<file path="config.mk">
export PLATFORM = sky130hd
export DESIGN_NAME = keypad_num_entry
export DESIGN_NICKNAME = d
export VERILOG_FILES = /design/src/rtl/keypad_pkg.sv /design/src/rtl/keypad_scanner.sv /design/src/rtl/keypad_num_entry.sv
export SDC_FILE = /design/constraint.sdc
export NUM_CORES = 1
export LEC_CHECK = 0
export CAP_MARGIN = 20
export CORE_ASPECT_RATIO = 0.6
export CORE_MARGIN = 2
export CORE_UTILIZATION = 59
export DETAILED_ROUTE_END_ITERATION = 10
export PLACE_DENSITY = 0.81
export SLEW_MARGIN = 20
export SYNTH_ARGS = -nofsm -noshare
export SYNTH_HDL_FRONTEND = slang
export SYNTH_SLANG_ARGS = --single-unit
</file>
<file path="constraint.sdc">
create_clock -name clk -period 8.69 [get_ports clk]
set_input_delay 1.738 -clock clk [delete_from_list [all_inputs] [get_ports clk]]
set_output_delay 1.738 -clock clk [all_outputs]
set_load 0.005 [all_outputs]
</file>
<file path="src/rtl/keypad_pkg.sv">
// keypad_pkg
// Shared types and constants for the keypad number-entry block: the scanner
// FSM state encoding, the special key codes, the entry limits, and the
// row/column to key-code map.
// No ports (package).
package keypad_pkg;

  typedef enum logic [1:0] {
    ST_SCAN     = 2'd0,
    ST_DEBOUNCE = 2'd1,
    ST_RELEASE  = 2'd2
  } scan_state_e;

  localparam logic [3:0]  KEY_BKSP   = 4'd13;
  localparam logic [3:0]  KEY_CLEAR  = 4'd14;
  localparam logic [3:0]  KEY_ENTER  = 4'd15;
  localparam logic [3:0]  KEY_MAX_DIGIT = 4'd9;
  localparam logic [12:0] MAX_NUM    = 13'd8191;
  localparam logic [2:0]  MAX_DIGITS = 3'd4;

  // Physical layout:
  //   row0: 1 2 3 A
  //   row1: 4 5 6 B
  //   row2: 7 8 9 C
  //   row3: * 0 # D
  function automatic logic [3:0] key_code_f(input logic [1:0] row, input logic [1:0] col);
    logic [3:0] code;
    case ({row, col})
      4'b00_00: code = 4'd1;
      4'b00_01: code = 4'd2;
      4'b00_10: code = 4'd3;
      4'b00_11: code = 4'd10;
      4'b01_00: code = 4'd4;
      4'b01_01: code = 4'd5;
      4'b01_10: code = 4'd6;
      4'b01_11: code = 4'd11;
      4'b10_00: code = 4'd7;
      4'b10_01: code = 4'd8;
      4'b10_10: code = 4'd9;
      4'b10_11: code = 4'd12;
      4'b11_00: code = KEY_CLEAR;
      4'b11_01: code = 4'd0;
      4'b11_10: code = KEY_ENTER;
      4'b11_11: code = KEY_BKSP;
      default:  code = 4'd0;
    endcase
    return code;
  endfunction

endpackage

</file>
<file path="src/rtl/keypad_scanner.sv">
// keypad_scanner
// Drives the keypad columns one at a time, samples the synchronized rows,
// debounces a press, emits a single key event per press and waits for a
// debounced release before moving on.
//
// state       | meaning
// ------------+--------------------------------------------------------------
// ST_SCAN     | column col_q driven low, rows sampled on last scan clock
// ST_DEBOUNCE | captured row must stay low DEBOUNCE_CYCLES clocks -> event
// ST_RELEASE  | captured row must stay high DEBOUNCE_CYCLES clocks -> next col
//
// Ports:
//   clk        in   clock
//   rst        in   asynchronous active-high reset
//   row_i[3:0] in   raw keypad rows, active-low, asynchronous
//   col_o[3:0] out  column drive, one-hot active-low
//   key_evt_o  out  one-cycle accepted-key pulse
//   key_code_o out  code of the key under the captured row/column
module keypad_scanner
  import keypad_pkg::*;
#(
  parameter int SCAN_CYCLES     = 50000,
  parameter int DEBOUNCE_CYCLES = 500000
) (
  input  logic       clk,
  input  logic       rst,
  input  logic [3:0] row_i,
  output logic [3:0] col_o,
  output logic       key_evt_o,
  output logic [3:0] key_code_o
);

  localparam int CNT_MAX = (SCAN_CYCLES > DEBOUNCE_CYCLES) ? SCAN_CYCLES : DEBOUNCE_CYCLES;
  localparam int CW      = $clog2(CNT_MAX) + 1;
  localparam logic [CW-1:0] SCAN_LAST = CW'(SCAN_CYCLES - 1);
  localparam logic [CW-1:0] DEB_LAST  = CW'(DEBOUNCE_CYCLES - 1);

  logic [3:0]    row_s1_q, row_s2_q;
  scan_state_e   state_q, state_d;
  logic [1:0]    col_q, col_d;
  logic [1:0]    row_q, row_d;
  logic [CW-1:0] cnt_q, cnt_d;

  logic          any_low;
  logic [1:0]    low_idx;
  logic          cap_high;

  assign any_low  = ~&row_s2_q;
  assign cap_high = row_s2_q[row_q];

  // Lowest-index low row wins when several rows read low.
  always_comb begin
    if (!row_s2_q[0])      low_idx = 2'd0;
    else if (!row_s2_q[1]) low_idx = 2'd1;
    else if (!row_s2_q[2]) low_idx = 2'd2;
    else                   low_idx = 2'd3;
  end

  always_ff @(posedge clk or posedge rst) begin
    if (rst) begin
      row_s1_q <= 4'b1111;
      row_s2_q <= 4'b1111;
      state_q  <= ST_SCAN;
      col_q    <= 2'd0;
      row_q    <= 2'd0;
      cnt_q    <= '0;
    end else begin
      row_s1_q <= row_i;
      row_s2_q <= row_s1_q;
      state_q  <= state_d;
      col_q    <= col_d;
      row_q    <= row_d;
      cnt_q    <= cnt_d;
    end
  end

  always_comb begin
    state_d = state_q;
    col_d   = col_q;
    row_d   = row_q;
    cnt_d   = cnt_q;
    case (state_q)
      ST_SCAN: begin
        if (cnt_q == SCAN_LAST) begin
          cnt_d = '0;
          if (any_low) begin
            row_d   = low_idx;
            state_d = ST_DEBOUNCE;
          end else begin
            col_d = col_q + 2'd1;
          end
        end else begin
          cnt_d = cnt_q + 1'b1;
        end
      end
      ST_DEBOUNCE: begin
        if (cap_high) begin
          // Bounce: rescan the same column from the start.
          state_d = ST_SCAN;
          cnt_d   = '0;
        end else if (cnt_q == DEB_LAST) begin
          state_d = ST_RELEASE;
          cnt_d   = '0;
        end else begin
          cnt_d = cnt_q + 1'b1;
        end
      end
      ST_RELEASE: begin
        if (!cap_high) begin
          cnt_d = '0;
        end else if (cnt_q == DEB_LAST) begin
          state_d = ST_SCAN;
          col_d   = col_q + 2'd1;
          cnt_d   = '0;
        end else begin
          cnt_d = cnt_q + 1'b1;
        end
      end
      default: begin
        state_d = ST_SCAN;
        cnt_d   = '0;
      end
    endcase
  end

  always_comb begin
    col_o      = ~(4'b0001 << col_q);
    key_evt_o  = (state_q == ST_DEBOUNCE) && !cap_high && (cnt_q == DEB_LAST);
    key_code_o = key_code_f(row_q, col_q);
  end

endmodule

</file>
<file path="src/rtl/keypad_num_entry.sv">
// keypad_num_entry
// Top level: 4x4 keypad decimal number entry. The scanner produces debounced
// key events; this module accumulates up to four digits into a value no
// larger than 8191, with Clear (*) and Enter (#).
//
// Build option: KEYPAD_BACKSPACE_EN -- when defined, key D removes the last
// digit; otherwise D only updates key_code like A-C.
//
// Ports:
//   clk              in   clock
//   rst              in   asynchronous active-high reset
//   Row[3:0]         in   keypad rows, active-low, asynchronous
//   Col[3:0]         out  keypad column drive, one-hot active-low
//   num[12:0]        out  entered value
//   digit_count[2:0] out  digits in num (0..4)
//   num_valid        out  one-cycle pulse after Enter
//   key_code[3:0]    out  last accepted key code
module keypad_num_entry
  import keypad_pkg::*;
#(
  parameter int SCAN_CYCLES     = 50000,
  parameter int DEBOUNCE_CYCLES = 500000
) (
  input  logic        clk,
  input  logic        rst,
  input  logic [3:0]  Row,
  output logic [3:0]  Col,
  output logic [12:0] num,
  output logic [2:0]  digit_count,
  output logic        num_valid,
  output logic [3:0]  key_code
);

  logic        key_evt;
  logic [3:0]  evt_code;

  logic [12:0] num_q, num_d;
  logic [2:0]  cnt_q, cnt_d;
  logic        valid_q, valid_d;
  logic [3:0]  code_q, code_d;
  logic        restart_q, restart_d;

  logic [12:0] base_num;
  logic [2:0]  base_cnt;
  logic [13:0] append_w;

  keypad_scanner #(
    .SCAN_CYCLES     (SCAN_CYCLES),
    .DEBOUNCE_CYCLES (DEBOUNCE_CYCLES)
  ) u_scanner (
    .clk        (clk),
    .rst        (rst),
    .row_i      (Row),
    .col_o      (Col),
    .key_evt_o  (key_evt),
    .key_code_o (evt_code)
  );

  // After Enter the displayed value is kept until the next digit, which
  // starts a fresh number.
  assign base_num = restart_q ? 13'd0 : num_q;
  assign base_cnt = restart_q ? 3'd0  : cnt_q;
  assign append_w = {1'b0, base_num} * 14'd10 + {10'd0, evt_code};

  always_comb begin
    num_d     = num_q;
    cnt_d     = cnt_q;
    valid_d   = 1'b0;
    code_d    = code_q;
    restart_d = restart_q;
    if (key_evt) begin
      code_d = evt_code;
      if (evt_code <= KEY_MAX_DIGIT) begin
        if ((base_cnt < MAX_DIGITS) && (append_w <= {1'b0, MAX_NUM})) begin
          num_d     = append_w[12:0];
          cnt_d     = base_cnt + 3'd1;
          restart_d = 1'b0;
        end
      end else if (evt_code == KEY_CLEAR) begin
        num_d     = 13'd0;
        cnt_d     = 3'd0;
        restart_d = 1'b0;
      end else if (evt_code == KEY_ENTER) begin
        valid_d   = 1'b1;
        restart_d = 1'b1;
      end
`ifdef KEYPAD_BACKSPACE_EN
      else if (evt_code == KEY_BKSP) begin
        if (cnt_q != 3'd0) begin
          num_d = num_q / 13'd10;
          cnt_d = cnt_q - 3'd1;
        end
      end
`endif
    end
  end

  always_ff @(posedge clk or posedge rst) begin
    if (rst) begin
      num_q     <= 13'd0;
      cnt_q     <= 3'd0;
      valid_q   <= 1'b0;
      code_q    <= 4'd0;
      restart_q <= 1'b0;
    end else begin
      num_q     <= num_d;
      cnt_q     <= cnt_d;
      valid_q   <= valid_d;
      code_q    <= code_d;
      restart_q <= restart_d;
    end
  end

  assign num         = num_q;
  assign digit_count = cnt_q;
  assign num_valid   = valid_q;
  assign key_code    = code_q;

endmodule

</file>
# Word-level counts from Yosys, hierarchy flattened
# Memory sizes are Yosys's and may differ from the RTL's.
# Cells that the tools add are included.
# Widths: inputs -> output; s select.
dict set report totals {
  elab_cells 89
  mem_bits_rw 0
  romBits 64
  latchBits 0
  reg_bits 56
  out_inout_bits 25
  n_memories 1
}
dict set report classes {
  n_reduce_logical 14
  order_cmp 4
  n_div 0
  shifts 1
  multipliers 1
  n_addsub 4
  muxes 38
  n_bitwise 2
  eq_ne 13
}
# name words word_bits read_ports rd_ports_with_merged_regs write_ports line_no
set memory_table {}
lappend memory_table {{(no name shown)} 16 4 1 0 0 keypad_pkg.sv:28} ;# case ({row, col})
# op count
set ops {}
lappend ops {{$mux 20} 4}
lappend ops {{$pmux 20 s3} 1}
lappend ops {{$mux 13} 4}
lappend ops {{$mux 2} 12}
lappend ops {{$add 20x1->20 const B} 1}
lappend ops {{$eq 20x16->1 const B} 1}
lappend ops {{$eq 20x19->1 const B} 1}
lappend ops {{$add 14x4->14} 1}
lappend ops {{$le 14x13->1 const B} 1}
lappend ops {{$mul 13x3->13 const B} 1}
lappend ops {{$mux 3} 4}
lappend ops {{$mux 1} 10}
lappend ops {{$ne 2x1->1 const B} 5}
lappend ops {{$reduce_and 5->1} 2}
lappend ops {{$reduce_and 3->1} 3}
lappend ops {{$eq 4x4->1 const B} 2}
lappend ops {{$pmux 2 s3} 1}
lappend ops {{$le 4x4->1 const B} 1}
lappend ops {{$not 4->4} 1}
lappend ops {{$pmux 2 s2} 1}
lappend ops {{$reduce_and 4->1} 1}
lappend ops {{$reduce_bool 2->1} 2}
lappend ops {{$shl 1x2->4 const A} 1}
lappend ops {{$add 3x1->3 const B} 1}
lappend ops {{other kinds (13)} 15}

# Depth between registers and ports, before layout
dict set report depth {
  depth_word 7
  mapped_depth 16
}

# By module
# Synthesis repeated with hierarchy kept, for this count alone.
dict set report unflattened {
  cells_unflattened 383
  hier_area_um2 3774.9
}
# module area_per_inst_um2 cells_each instances
set by_module_without_submodules {}
lappend by_module_without_submodules {keypad_num_entry 2014.4 206 1}
lappend by_module_without_submodules {keypad_scanner 1760.4 177 1}

# Worst setup path before layout
# Ideal clock, no wire load.
dict set report synth_path {
  path_kind {register to register}
  startpoint {reg restart_q}
  endpoint {reg num_q[3], in the netlist num[3]}
  stages_incl_launch_ff 15
  arrival_ps 4040
  slack_ps 4523
  period_less_slack_ps 4167
  required_time_ps 8562
  path_cell_list {dfrtp_1 > clkbuf_1 > clkbuf_1 > nor2b_1 > ha_1 > ha_1 > a21o_1 > a221oi_1 > a21oi_1 > xor2_1 > a21oi_1 > or3_1 > a31oi_2 > buf_4 > mux2_1}
}
dict set report synth_between {
  elab_chain_cells 7
  word_cells_on_any_way 11
  cone_classes {add/sub: 1; mul: 1; order compare: 2; eq/ne: 1; mux: 4; reduce/logical: 2}
}
# item line_no
set synth_lines {}
lappend synth_lines {{from (decl)} keypad_num_entry.sv:41} ;# logic restart_q, restart_d;
lappend synth_lines {{from (signal assigned)} keypad_num_entry.sv:110} ;# restart_q <= restart_d;
lappend synth_lines {{$mux 13} keypad_num_entry.sv:61} ;# assign base_num = restart_q ? 13'd0 : num_q;
lappend synth_lines {{$mul 13x3->13} keypad_num_entry.sv:63} ;# assign append_w = {1'b0, base_num} * 14'd10 + {10'd0, evt_code};
lappend synth_lines {{$add 14x4->14} keypad_num_entry.sv:63}
lappend synth_lines {{$le 14x13->1} keypad_num_entry.sv:74} ;# if ((base_cnt < MAX_DIGITS) && (append_w <= {1'b0, MAX_NUM})) begin
lappend synth_lines {{$logic_and 1x1->1} keypad_num_entry.sv:74}
lappend synth_lines {{$ne 2x1->1 (no line)} n/a}
lappend synth_lines {{$reduce_and 3->1 (no line)} n/a}
lappend synth_lines {{to (signal assigned)} keypad_num_entry.sv:106} ;# num_q <= num_d;
lappend synth_lines {{to (decl)} keypad_num_entry.sv:37} ;# logic [12:0] num_q, num_d;
# Several ways; a longest one is shown, not always the timed one. The select of a mux whose other input is x is not followed.
# A chain may end at the register's enable or synchronous reset.

# Worst setup path after layout
dict set report layout_path {
  startpoint {reg restart_q}
  endpoint {reg num_q[10], in the netlist num[10]}
}
# Same word-level chain as after synthesis.

==> out/qor.yml <==
cts:
  cell_at_the_root_of_the_clock_tree: "sky130_fd_sc_hd__clkbuf_8"
  clk_path_buf_depth: 2
  htreeDepth: 2
  numCtsBuffers: 5
  clock_sink_count: 56
  postCtsHoldBufs: 0
  cts_repair_resize_count: 0
  cts.repair_timing.setup_buffer_count: 0
  insertion_delay_ns: 0.32
  cts.clk_slew.worst_paths_ns: 0.11
  tritoncts_clock_tree: "yes"
run:
  cap_violations: 0
floorplanning:
  ioPinCount: 31
  core_area_um2: 6140
  die-height_um: 65.9
  core.rowCount: 22
  effective_utilization_at_floorplan_pct: 61.4
  fp.dieArea_um2: 7060
  dieWidth_um: 107
global_route:
  first_global_vias: 2875
  grt_start_max_net_pins: 57
  gr-total-overflow: 0
  antenna_found_initial: 0
  first_pass_grt_wire_length_um: 13900
  grt_use_total_pct: 25.1
yosys:
  yosys.area.top_type: "sky130_fd_sc_hd__dfrtp_1"
  synth_enable_flop_cells: 0
  seq_area_frac_synth_pct: 37.5
  ys_seq_elements: 56
  syn_area_um2: 3770
  postSynthNetCount: 429
  synthesis.area_per_instance_um2: 9.58
  ys_top_cells_by_area: "sky130_fd_sc_hd__dfrtp_1, sky130_fd_sc_hd__ha_1, sky130_fd_sc_hd__dfstp_2"
  synth_top_cell_area_share_pct: 31.9
  ys.warnings.count: 0
  synthCells: 393
  postSynth.asyncResetShare_pct: 100
  post_synth_num_cell_types: 63
  synthFlopType: "sky130_fd_sc_hd__dfrtp_1"
cells_and_area:
  antenna_cells_inserted: 0
  postLayoutCoreUtil_pct: 68.9
  final.fill_count: 460
  areaGrowthSynthToFinish_pct: 12.2
  nets: 458
  fraction_of_final_layout_cells_with_drive_strength_greater_than_1_pct: 9.69
detailed_routing:
  met2_length_um: 3510
  top_sig_layer: "met4"
  met1_length_um: 4190
  drc_errors: 0
  drt_pass1_iterations: 4
  routed-via-count: 3001
  drt-initial-drc-count: 110
  met3WireLength_um: 457
  drtAntennaViolNets: 0
  routed_wl_um: 8220
  detail_route.vias_per_cell: 5.92
  final_routed_wire_length_divided_by_cell_count_um: 16.2
timing:
  hold_violations: 0
  final_hold_slack_ns: 0.363
  summed_negative_setup_slack_over_all_endpoints_ns: 0
  final.setup_skew_ns: 0.00843
  timing.final.max_slew_violations: 0
  timing.final.crit_share_pct: 57.5
  worst_slew_margin_rel_pct: 37.8
  rsz_0062_raised_after_global_routing: "no"
  post-route-min-period_ns: 5.00
  timing.fmax_mhz: 200
  transition_time_at_the_pin_with_the_least_slew_margin_ns: 0.930
  timing.final.setup_violations: 0
setup_path:
  critical_path_slowest_stage_cell: "sky130_fd_sc_hd__dfrtp_1"
  startpoint_type: "flip-flop"
  critPathKind: "flip-flop to flip-flop"
  cp_num_buf_inv: 0
  cp.arrival_ns: 5.21
  critical-path-max-stage-delay_ns: 0.78
  cpLargestDelayFamily: "compound AO/OA/AOI/OAI gates"
  path_max_fanout: 20
  worstPathRequired_ns: 8.90
  worst_setup_path_end_kind: "flip-flop"
  cp_cell_sequence: "nor2b_1, ha_1, ha_1, fa_1, a21o_1, a221oi_1, a21oi_1, xor2_1, a21oi_1, or3_1, a31oi_2, mux2_2"
power:
  power_density_nw_per_um2: 100
  static-leakage-power_uw: 0.00202
  fin_total_pwr_uw: 425
  irDropWorstVdd_v: 0.0000898
placed_design:
  gp_congestion: 0.874
  io_buffers: 30
  detailed_place_hpwl_um: 6180
outcome:
  result_of_the_run: "completed"
min_path:
  hp-class: "flip-flop to flip-flop"
-- layout by cell type (no fill, tap or decap), types with 3 or more instances in the layout --
cell,count
sky130_fd_sc_hd__nor2_1,54
sky130_fd_sc_hd__dfrtp_1,48
sky130_fd_sc_hd__clkdlybuf4s50_1,30
sky130_fd_sc_hd__ha_1,28
sky130_fd_sc_hd__xnor2_1,23
sky130_fd_sc_hd__nand2_1,23
sky130_fd_sc_hd__nor2b_1,20
sky130_fd_sc_hd__nand3_1,17
sky130_fd_sc_hd__xor2_1,17
sky130_fd_sc_hd__inv_1,14
sky130_fd_sc_hd__nor3_1,12
sky130_fd_sc_hd__o21ai_0,12
sky130_fd_sc_hd__mux2_2,9
sky130_fd_sc_hd__and3_1,8
sky130_fd_sc_hd__a21o_1,8
sky130_fd_sc_hd__dfstp_2,8
sky130_fd_sc_hd__nand4_1,7
sky130_fd_sc_hd__a21oi_1,6
sky130_fd_sc_hd__mux2_1,6
sky130_fd_sc_hd__clkbuf_8,5
sky130_fd_sc_hd__o211ai_1,3
sky130_fd_sc_hd__a211oi_1,3
sky130_fd_sc_hd__mux2i_1,3
sky130_fd_sc_hd__or2_2,3
sky130_fd_sc_hd__or3_1,3
sky130_fd_sc_hd__and4_1,3
sky130_fd_sc_hd__buf_4,3
-- worst register-to-register path, cell delays in order (launching register included) --
cell,delay (ns)
sky130_fd_sc_hd__dfrtp_1,0.78
sky130_fd_sc_hd__nor2b_1,0.20
sky130_fd_sc_hd__ha_1,0.32
sky130_fd_sc_hd__ha_1,0.24
sky130_fd_sc_hd__fa_1,0.44
sky130_fd_sc_hd__a21o_1,0.22
sky130_fd_sc_hd__a221oi_1,0.39
sky130_fd_sc_hd__a21oi_1,0.19
sky130_fd_sc_hd__xor2_1,0.37
sky130_fd_sc_hd__a21oi_1,0.14
sky130_fd_sc_hd__or3_1,0.40
sky130_fd_sc_hd__a31oi_2,0.78
sky130_fd_sc_hd__mux2_2,0.42
-- per-layer routing --
layer	track usage [%]	up-vias
met3	4.24	7
met1	37.7	1460
met5	0	-
met4	5.19	0
li1	-	1450
met2	38.1	84
-- cells by family after synthesis --
family	Yosys count	synth area share [%]
mux	19	5.88
buf+inv	26	3.12
xor+xnor	40	9.30
fa+ha+maj	30	10.4
compound gates	57	11.3
simple gates	165	22.5
flops	56	37.5
-- cell usage after synthesis (all sizes together) (3+ instances only) --
| library cell | instances |
|---|---|
| buf | 4 |
| o211ai | 4 |
| a211oi | 5 |
| clkbuf | 7 |
| inv | 15 |
| a21oi | 6 |
| a21o | 8 |
| mux2 | 15 |
| dfrtp | 48 |
| ha | 28 |
| o21ai | 12 |
| and3 | 8 |
| nand3 | 18 |
| xnor2 | 23 |
| nand2 | 23 |
| dfstp | 8 |
| nand4 | 7 |
| or2 | 3 |
| nor2 | 54 |
| mux2i | 3 |
| or3 | 3 |
| nor3 | 12 |
| or4 | 3 |
| xor2 | 17 |
| nor2b | 20 |
| and4 | 3 |
-- through the flow --
step	worst slack (ns)	cell area (µm²)	instances
final	3.69	4230	507
after global routing	3.42	4230	507
after CTS	3.71	4230	507
after detailed placement	3.74	4130	499
after global placement	3.93	4130	499
after floorplan	4.52	3770	393
-- state kept, by name (all words and copies together), names as in the netlist, 2 cells and up --
register and cells:
u_scanner.col_q 2, u_scanner.row_s1_q 4, u_scanner.cnt_q 20, num 13, u_scanner.state_q 2, digit_count 3, key_code 4, u_scanner.row_s2_q 4
u_scanner.row_q 2
-- layout make-up --
| type | instances | area, µm² | area share (%) |
|---|---|---|---|
| flip-flops and latches | 56 | 1410 | 33.4 |
| well taps | 84 | 105 | 2.49 |
| repair buffers | 33 | 323 | 7.64 |
| clock inverters | 3 | 25.0 | 0.592 |
| clock buffers | 5 | 68.8 | 1.63 |
| multi-input cells | 311 | 2240 | 52.9 |
| inverters | 15 | 56.3 | 1.33 |
-- report_power, final --
group	switching, µW	internal, µW
clock	92.0	59.0
sequential	1.14	264
combinational	5.72	2.85
total	98.9	326
-- path summary, 6_finish.rpt --
check	startpoint	cells after the start	slack, ns	to
max	restart_q	12	3.69	num[10]
min	u_scanner.row_s1_q[3]	0	0.36	u_scanner.row_s2_q[3]
max reg2reg	restart_q	12	3.69	num[10]
min reg2reg	u_scanner.row_s1_q[3]	0	0.36	u_scanner.row_s2_q[3]
max in group asynchronous	rst	3	6.31	digit_count[0]
min in group asynchronous	rst	3	1.91	num[1]
No activity file was read; power rests on OpenSTA's default activity.
